**config.mk**
```make
export PLATFORM = sky130hd
export DESIGN_NAME = uart_tx_os_flat
export DESIGN_NICKNAME = d
export VERILOG_FILES = /design/src/rtl/uart_tx_os_if.sv /design/src/rtl/uart_tx_os.sv /design/src/flat_wrapper.sv
export SDC_FILE = /design/constraint.sdc
export NUM_CORES = 1
export LEC_CHECK = 0
export BUFFER_PORTS_ARGS = -buffer_cell sky130_fd_sc_hd__buf_4
export CORE_MARGIN = 2
export CORE_UTILIZATION = 58
export CTS_BUF_LIST = sky130_fd_sc_hd__clkbuf_4
export DETAILED_ROUTE_END_ITERATION = 7
export PLACE_DENSITY_LB_ADDON = 0.25
export SYNTH_ARGS = -nofsm -noshare
export SYNTH_HDL_FRONTEND = slang
export SYNTH_SLANG_ARGS = --single-unit
```
**constraint.sdc**
```tcl
create_clock -name clk -period 1.99 [get_ports clk]
set_input_delay 0.0995 -clock clk [delete_from_list [all_inputs] [get_ports clk]]
set_output_delay 0.0995 -clock clk [all_outputs]
set_load 0.02 [all_outputs]
```
**src/rtl/uart_tx_os_if.sv**
```systemverilog
// uart_tx_os_if: parallel-load handshake, oversampling tick and serial line of uart_tx_os.
interface uart_tx_os_if #(
    parameter int DBIT = 8
);
    logic            tx_start;
    logic            s_tick;
    logic [DBIT-1:0] din;
    logic            tx_busy;
    logic            tx_done_tick;
    logic            tx;
    modport master(output tx_start, s_tick, din, input tx_busy, tx_done_tick, tx);
    modport slave(input tx_start, s_tick, din, output tx_busy, tx_done_tick, tx);
endinterface

```
**src/rtl/uart_tx_os.sv**
```systemverilog
// uart_tx_os: 16x-oversampled UART transmitter (start, DBIT data bits LSB first, stop).
// Define UART_TX_PARITY_EN to insert an even-parity bit between the data and stop bits.
module uart_tx_os #(
    parameter int DBIT    = 8,
    parameter int SB_TICK = 16
) (
    input logic         clk,
    input logic         reset,
    uart_tx_os_if.slave bus
);
    typedef enum logic [2:0] {
        IDLE,
        START,
        DATA,
`ifdef UART_TX_PARITY_EN
        PARITY,
`endif
        STOP
    } state_t;
    state_t          r_state, w_state;
    logic [4:0]      r_s, w_s;
    logic [3:0]      r_n, w_n;
    logic [DBIT-1:0] r_b, w_b;
    logic            r_tx, w_tx;
    logic            r_done, w_done;
`ifdef UART_TX_PARITY_EN
    logic            r_p, w_p;
`endif
    always_ff @(posedge clk) begin
        if (reset) begin
            r_state <= IDLE;
            r_s     <= '0;
            r_n     <= '0;
            r_b     <= '0;
            r_tx    <= 1'b1;
            r_done  <= 1'b0;
`ifdef UART_TX_PARITY_EN
            r_p     <= 1'b0;
`endif
        end else begin
            r_state <= w_state;
            r_s     <= w_s;
            r_n     <= w_n;
            r_b     <= w_b;
            r_tx    <= w_tx;
            r_done  <= w_done;
`ifdef UART_TX_PARITY_EN
            r_p     <= w_p;
`endif
        end
    end
    always_comb begin
        w_state = r_state;
        w_s     = r_s;
        w_n     = r_n;
        w_b     = r_b;
        w_done  = 1'b0;
`ifdef UART_TX_PARITY_EN
        w_p     = r_p;
`endif
        case (r_state)
            IDLE: if (bus.tx_start) begin
                w_b     = bus.din;
                w_s     = 5'd0;
                w_state = START;
`ifdef UART_TX_PARITY_EN
                w_p     = ^bus.din;
`endif
            end
            START: if (bus.s_tick) begin
                if (r_s == 5'd15) begin
                    w_s     = 5'd0;
                    w_n     = 4'd0;
                    w_state = DATA;
                end else w_s = r_s + 5'd1;
            end
            DATA: if (bus.s_tick) begin
                if (r_s == 5'd15) begin
                    w_s = 5'd0;
                    w_b = r_b >> 1;
                    if (r_n == 4'(DBIT - 1))
`ifdef UART_TX_PARITY_EN
                        w_state = PARITY;
`else
                        w_state = STOP;
`endif
                    else w_n = r_n + 4'd1;
                end else w_s = r_s + 5'd1;
            end
`ifdef UART_TX_PARITY_EN
            PARITY: if (bus.s_tick) begin
                if (r_s == 5'd15) begin
                    w_s     = 5'd0;
                    w_state = STOP;
                end else w_s = r_s + 5'd1;
            end
`endif
            STOP: if (bus.s_tick) begin
                if (r_s == 5'(SB_TICK - 1)) begin
                    w_state = IDLE;
                    w_done  = 1'b1;
                end else w_s = r_s + 5'd1;
            end
            default: w_state = IDLE;
        endcase
        // line level follows the state being entered so tx moves on the transition edge
`ifdef UART_TX_PARITY_EN
        w_tx = (w_state == START) ? 1'b0 : (w_state == DATA) ? w_b[0] : (w_state == PARITY) ? w_p : 1'b1;
`else
        w_tx = (w_state == START) ? 1'b0 : (w_state == DATA) ? w_b[0] : 1'b1;
`endif
    end
    assign bus.tx           = r_tx;
    assign bus.tx_busy      = (r_state != IDLE);
    assign bus.tx_done_tick = r_done;
endmodule

```
**src/flat_wrapper.sv**
```systemverilog
// flat-port wrapper written by rule: the top's interface ports become plain ports
module uart_tx_os_flat 
#(
    parameter int DBIT    = 8,
    parameter int SB_TICK = 16
)
  (clk, reset, bus_tx_start, bus_s_tick, bus_din, bus_tx_busy, bus_tx_done_tick, bus_tx);
  uart_tx_os_if #(.DBIT(DBIT)) bus_i ();
  input logic clk;
  input logic reset;
  input wire logic [$bits(bus_i.tx_start)-1:0] bus_tx_start;
  input wire logic [$bits(bus_i.s_tick)-1:0] bus_s_tick;
  input wire logic [$bits(bus_i.din)-1:0] bus_din;
  output wire logic [$bits(bus_i.tx_busy)-1:0] bus_tx_busy;
  output wire logic [$bits(bus_i.tx_done_tick)-1:0] bus_tx_done_tick;
  output wire logic [$bits(bus_i.tx)-1:0] bus_tx;
  assign bus_i.tx_start = bus_tx_start;
  assign bus_i.s_tick = bus_s_tick;
  assign bus_i.din = bus_din;
  assign bus_tx_busy = bus_i.tx_busy;
  assign bus_tx_done_tick = bus_i.tx_done_tick;
  assign bus_tx = bus_i.tx;
  uart_tx_os #(.DBIT(DBIT), .SB_TICK(SB_TICK)) u_core (.clk(clk), .reset(reset), .bus(bus_i));
endmodule
```
# [After elaboration in Yosys (flattened, before gate mapping)]
# Index checks and enable logic that the tools add are counted.
[classes] add_sub_neg=2 n_eq_ne=16 mux=28 n_bitwise=2 reduce_logical=10
[op_table] op="$mux W5" count=5
[op_table] op="$mux W3" count=8
[op_table] op="$mux W8" count=3
[op_table] op="$mux W4" count=5
[op_table] op="$pmux W8 S2" count=1
[op_table] op="$pmux W5 S3" count=1
[op_table] op="$ne A2 B2 Y1 const B" count=6
[op_table] op="$pmux W3 S4" count=1
[op_table] op="$eq A3 B2 Y1 const B" count=3
[op_table] op="$pmux W4 S2" count=1
[op_table] op="$eq A3 B1 Y1 const B" count=2
[op_table] op="$ne A2 B1 Y1 const B" count=3
[op_table] op="$reduce_and A6 Y1" count=1
[op_table] op="$reduce_bool A3 Y1" count=2
[op_table] op="$add A5 B1 Y5 const B" count=1
[op_table] op="$eq A5 B4 Y1 const B" count=1
[op_table] op="$reduce_and A5 Y1" count=1
[op_table] op="$add A4 B1 Y4 const B" count=1
[op_table] op="$eq A4 B3 Y1 const B" count=1
[op_table] op="$reduce_and A4 Y1" count=1
[op_table] op="$reduce_bool A2 Y1" count=2
[op_table] op="$logic_not A3 Y1" count=1
[op_table] op="$mux W1" count=3
[op_table] op="$reduce_or A3 Y1" count=1
[op_table] op="other kinds (2)" count=3
[word_totals] ff_bits=22 in_bits=12 output_inout_bits=3 wordCells=65

# [Logic depth before layout (Yosys ltp)]
[depth] depth_word=8 depth_mapped=9 depth_no_buf=9

# [Worst setup path before layout]
# No wires, ideal clock.
[synth_timing] path_kind="flip-flop to flip-flop" startpoint="register u_core.r_s[0]" endpoint="register u_core.r_tx (netlist: u_core.bus.tx)" setup_ns=0.122 t_arrival_ns=1.701 required_time_ns=1.868 slack_ns=0.168 stages_incl_launch_ff=9 n_path_buf=0 period_less_slack_ns=1.822 cell_sequence="dfxtp_1 -> ha_1 -> and3_1 -> ha_1 -> nand3b_1 -> nor2_1 -> a22o_1 -> nor4b_2 -> o21ai_1"
[synth_between] elab_chain_cells=7 word_cells_on_any_way=15 classes_between="eq/ne (3); mux (12)"
[synth_rtl] element="start: declaration" line="uart_tx_os.sv:21" text="logic [4:0] r_s, w_s;"
[synth_rtl] element="start signal: assignment" line="uart_tx_os.sv:42" text="r_s <= w_s;"
[synth_rtl] element="$eq A5 B4 Y1 *" line="uart_tx_os.sv:71, uart_tx_os.sv:78, uart_tx_os.sv:99"
[synth_rtl] element="$mux W3, on equally long branches" line="uart_tx_os.sv:99, uart_tx_os.sv:71, uart_tx_os.sv:78"
[synth_rtl] element="$mux W3, on equally long branches" line="uart_tx_os.sv:98, uart_tx_os.sv:70, uart_tx_os.sv:77"
[synth_rtl] element="$pmux W3 S4" line="uart_tx_os.sv:61" text="case (r_state)"
[synth_rtl] element="$eq A3 B2 Y1" line="uart_tx_os.sv:110" text="w_tx = (w_state == START) ? 1'b0 : (w_state == DATA) ? w_b[0] : 1'b1;"
[synth_rtl] element="$mux W1" line="uart_tx_os.sv:110"
[synth_rtl] element="$mux W1 *" line="uart_tx_os.sv:110"
[synth_rtl] element="end signal: assignment" line="uart_tx_os.sv:45" text="r_tx <= w_tx;"
[synth_rtl] element="end: declaration" line="uart_tx_os.sv:24" text="logic r_tx, w_tx;"
# Every way passes the cells marked *; elsewhere a longest branch is shown, timed or not. The select of a mux whose other input is x is not followed.
# A chain may end at the register's enable or synchronous reset.

# [Worst setup path in the final report]
[layout_timing] startpoint="register u_core.r_s[0]" endpoint="register u_core.r_s[3]"
[layout_between] elab_chain_cells=4 word_cells_on_any_way=9 classes_between="add/sub (1); eq/ne (2); mux (5); reduce/logical (1)"
[layout_rtl] element="$add A5 B1 Y5 or $eq A5 B4 Y1 (tied branches)"
[layout_rtl] element="$mux W5, on equally long branches" line="uart_tx_os.sv:99, uart_tx_os.sv:71, uart_tx_os.sv:78"
[layout_rtl] element="$mux W5, on equally long branches" line="uart_tx_os.sv:98, uart_tx_os.sv:70"
[layout_rtl] element="$pmux W5 S3" line="uart_tx_os.sv:61"
# Parallel ways exist; a longest one is shown, timed or not. The select of a mux whose other input is x is not followed.

==> impl_metrics.env <==
export IMPL_yosysSeqAreaShare_pct=38.3
export IMPL_n_antenna_cell=0
export IMPL_grt_pass1_wl_um=3700
export IMPL_leakage_nw=0.479
export IMPL_fin_skew_ns=0.00834
export IMPL_die_y_um=48.5
export IMPL_clock_sinks=22
export IMPL_power_frac_clock_pct=27.4
export IMPL_reg2reg_depth=8
export IMPL_track_usage_pct=19.9
export IMPL_max_cap_violations=0
export IMPL_cts_htree_levels=1
export IMPL_root_buffer="clkbuf_4"
export IMPL_synth_area_um2=1150
export IMPL_postRouteAntennaNets=0
export IMPL_clock_path_buffers=2
export IMPL_startpoint_type="flop"
export IMPL_use_met1_pct=24.5
export IMPL_viasPerCell=5.53
export IMPL_cp_arrival_ns=2.12
export IMPL_sw_frac_of_total_pct=23.9
export IMPL_yosys_warnings=0
export IMPL_dr_total_vias=967
export IMPL_grtUsageMet3_pct=4.63
export IMPL_dieArea_um2=2350
export IMPL_critPathBufInv=1
export IMPL_crit_reg2reg_launch="u_core.r_s[0]"
export IMPL_final_cells=175
export IMPL_crit_top_cell="ha_2"
export IMPL_critical_path_class="flop to flop"
export IMPL_ir_worst_vdd_mv=0.424
export IMPL_slew_violations=0
export IMPL_core_um2=1920
export IMPL_dp_cells=171
export IMPL_io_buffers=14
export IMPL_min_period_ns=1.89
export IMPL_synth_nets=149
export IMPL_clk_latency_ns=0.30
export IMPL_finalSetupTns_ns=0
export IMPL_clk_pin_slew_worst_paths_ns=0.12
export IMPL_comb_power_share_pct=10.2
export IMPL_dpl_cell_area_um2=1270
export IMPL_avgRoutedWirePerCell_um=12.9
export IMPL_cpMaxStageDelayCell="a211o_1"
export IMPL_rsz0062_at_grt="false"
export IMPL_intPower_uw=560
export IMPL_status="complete, no violations"
export IMPL_gr_max_usage_layer="met2"
export IMPL_grt_max_degree=19
export IMPL_post_route_period_util_pct=94.8
export IMPL_async_flop_share_pct=0
export IMPL_hpwl_um=1650
export IMPL_finalSetupViolCount=0
export IMPL_endpoint="u_core.r_s[3]"
export IMPL_cp_cell_sequence="ha_2 > and3_4 > ha_2 > inv_1 > o21ai_0 > a211o_1 > nand3b_1 > a31oi_1"
export IMPL_r2r_end="u_core.r_s[3]"
export IMPL_synth_edf_count=0
export IMPL_globalplace_congestion=0.799
export IMPL_row_count=16
export IMPL_cpPeakStageDelay_ns=0.38
export IMPL_ios=15
export IMPL_gr_total_overflow=0
export IMPL_crit_cells=8
export IMPL_cp_max_fo=6
export IMPL_pwr_share_seq_pct=62.4
export IMPL_synthCells=132
export IMPL_grt_pass1_vias=895
export IMPL_start_util_pct=59.8
export IMPL_antenna_found_initial=0
export IMPL_dr_first_iter_drc_count=13
export IMPL_cts_tree="done"
export IMPL_crit_path_start="u_core.r_s[0]"
export IMPL_cpLargestDelayFamily="compound AO/OA/AOI/OAI gates"
export IMPL_netSwitchingPower_uw=176
export IMPL_drive_above_1_share_pct=23.6
export IMPL_finalNetCount=166
export IMPL_ys_ff_latch=22
export IMPL_p_per_area_nw_per_um2=556
export IMPL_synth_ff_type="dfxtp_1"
export IMPL_critical_path_required_ns=2.23
export IMPL_post_cts_buffers=0
export IMPL_critPathCaptureType="flop"
export IMPL_fmax_mhz=530
export IMPL_drtPass1Iterations=4
export IMPL_grtUsageMet2_pct=33.1
export IMPL_syn_area_per_cell_um2=8.70
export IMPL_min_path_type="input port to flop"
export IMPL_finish_instance_area_um2=1330
export IMPL_rrSetupSlack_ns=0.10
export IMPL_drc_errors=0
export IMPL_finalPower_uw=737
export IMPL_synth_distinct_cells=39
export IMPL_die_width_um=48.5
export IMPL_hold_viol=0
export IMPL_cts_buffers=3
export IMPL_syn_to_final_growth_pct=15.4
export IMPL_detail_route_wirelength_um=2260
-- layer usage --
metal / up-vias / part of all wire [%]
met4: 0 / 1.3
met5: - / 0
li1: 498 / -
met2: 15 / 47
met3: 4 / 2.8
met1: 450 / 49
-- power by group through the flow --
stage / sequential (mW) / combinational [mW] / clock, mW
after CTS: 0.460 / 0.0738 / 0.205
after floorplan: 0.465 / 0.0528 / 0
after detailed placement: 0.470 / 0.0738 / 0
final: 0.460 / 0.0752 / 0.202
after global placement: 0.469 / 0.0716 / 0
after global routing: 0.461 / 0.0826 / 0.227
-- worst min path at each step --
stage,end,slack (ns),startpoint,cells past startpoint
after global routing,u_core.r_b[7],0.02,bus_din[7],3
after floorplan,u_core.r_b[7],0.24,bus_din[7],2
after detailed placement,u_core.r_b[7],0.34,bus_din[7],3
after CTS,u_core.r_b[7],0.01,bus_din[7],3
after global placement,u_core.r_b[7],0.33,bus_din[7],3
final,u_core.r_b[7],0.01,bus_din[7],3
-- layout by cell type (no fill, tap or decap), drive strengths merged --
master / count
or3: 1
o21bai: 1
a211o: 1
a21oi: 11
a211oi: 1
o2111a: 1
dfxtp: 22
xnor2: 3
clkinv: 1
and3: 1
maj3: 1
mux2i: 2
clkbuf: 3
a31oi: 1
o21ai: 6
nand4: 1
nand2: 11
nor2: 14
nand3b: 4
a41o: 1
o21ba: 1
xor2: 1
inv: 6
nor3: 5
nor3b: 4
buf: 18
nand2b: 2
conb: 1
a22oi: 7
ha: 5
nor4: 1
nor2b: 3
nor4b: 1
a22o: 2
nand3: 4
-- registers in the layout, indices dropped and copies added (netlist names) --
signal / cells
u_core.r_b: 8
u_core.r_s: 5
u_core.r_n: 4
u_core.r_state: 3
u_core.bus.tx: 1
u_core.bus.tx_done_tick: 1
-- Yosys cell counts, drive strengths merged, types with 2 or more instances --
library cell  count  area share [%]
inv               6             2.0
nor2b             3             1.6
nand3b            4             2.6
nand2            11             3.6
dfxtp            22              38
ha                5             5.4
nor2             14             5.2
xnor2             3             2.3
nor3              5             2.6
nand3             4             1.7
a22oi             7             4.6
nand2b            2             1.1
clkbuf            2            0.65
buf               4             3.3
mux2i             2             1.7
nor3b             4             3.0
a22o              2             1.5
o21ai             6             2.6
a21oi            11             4.8
-- what timing repair did --
action | 4_1_cts | 5_1_grt
hold endpoints to repair | 0 | 0
pin swaps | 1 | 1
hold buffers | 0 | 0
endpoints found under the setup margin | 2 | 10
gates resized for setup | 0 | 8
-- logic make-up after synthesis --
family	count (synthesis)	synth area share [%]
simple gates	52	25.5
compound gates	33	18.8
flops	22	38.3
buf+inv	12	5.88
fa+ha+maj	6	6.32
xor+xnor	4	3.05
mux	2	1.74
other cells	1	0.326
-- area by class of cell --
| cell class | instances | area (um2) |
|---|---|---|
| clock buffer | 3 | 22.5 |
| clock inverter | 1 | 3.75 |
| fill | 170 | 597 |
| inverter | 6 | 22.5 |
| multi-input combinational | 98 | 666 |
| sequential | 22 | 442 |
| tap | 27 | 33.8 |
| timing repair buffer | 18 | 135 |
-- tightest hold or removal path, delay by kind of cell --
kind | cells | cell delay, ns
AO/OA/AOI/OAI | 1 | 0.05
buffers and inverters | 1 | 0.08
AND/OR/NAND/NOR | 1 | 0.07
-- stage by stage --
step | hold slack, ns | setup WS (ns) | util (%)
6_report | 0.0126 | 0.103 | 68.9
5_1_grt | 0.0231 | 0.00383 | 68.9
4_1_cts | 0.0125 | 0.0256 | 67.6
3_5_place_dp | 0.336 | 0.0176 | 66.2
3_3_place_gp | 0.329 | 0.120 | 66.2
2_1_floorplan | 0.240 | 0.168 | -
(Power assumes the default switching activity.)
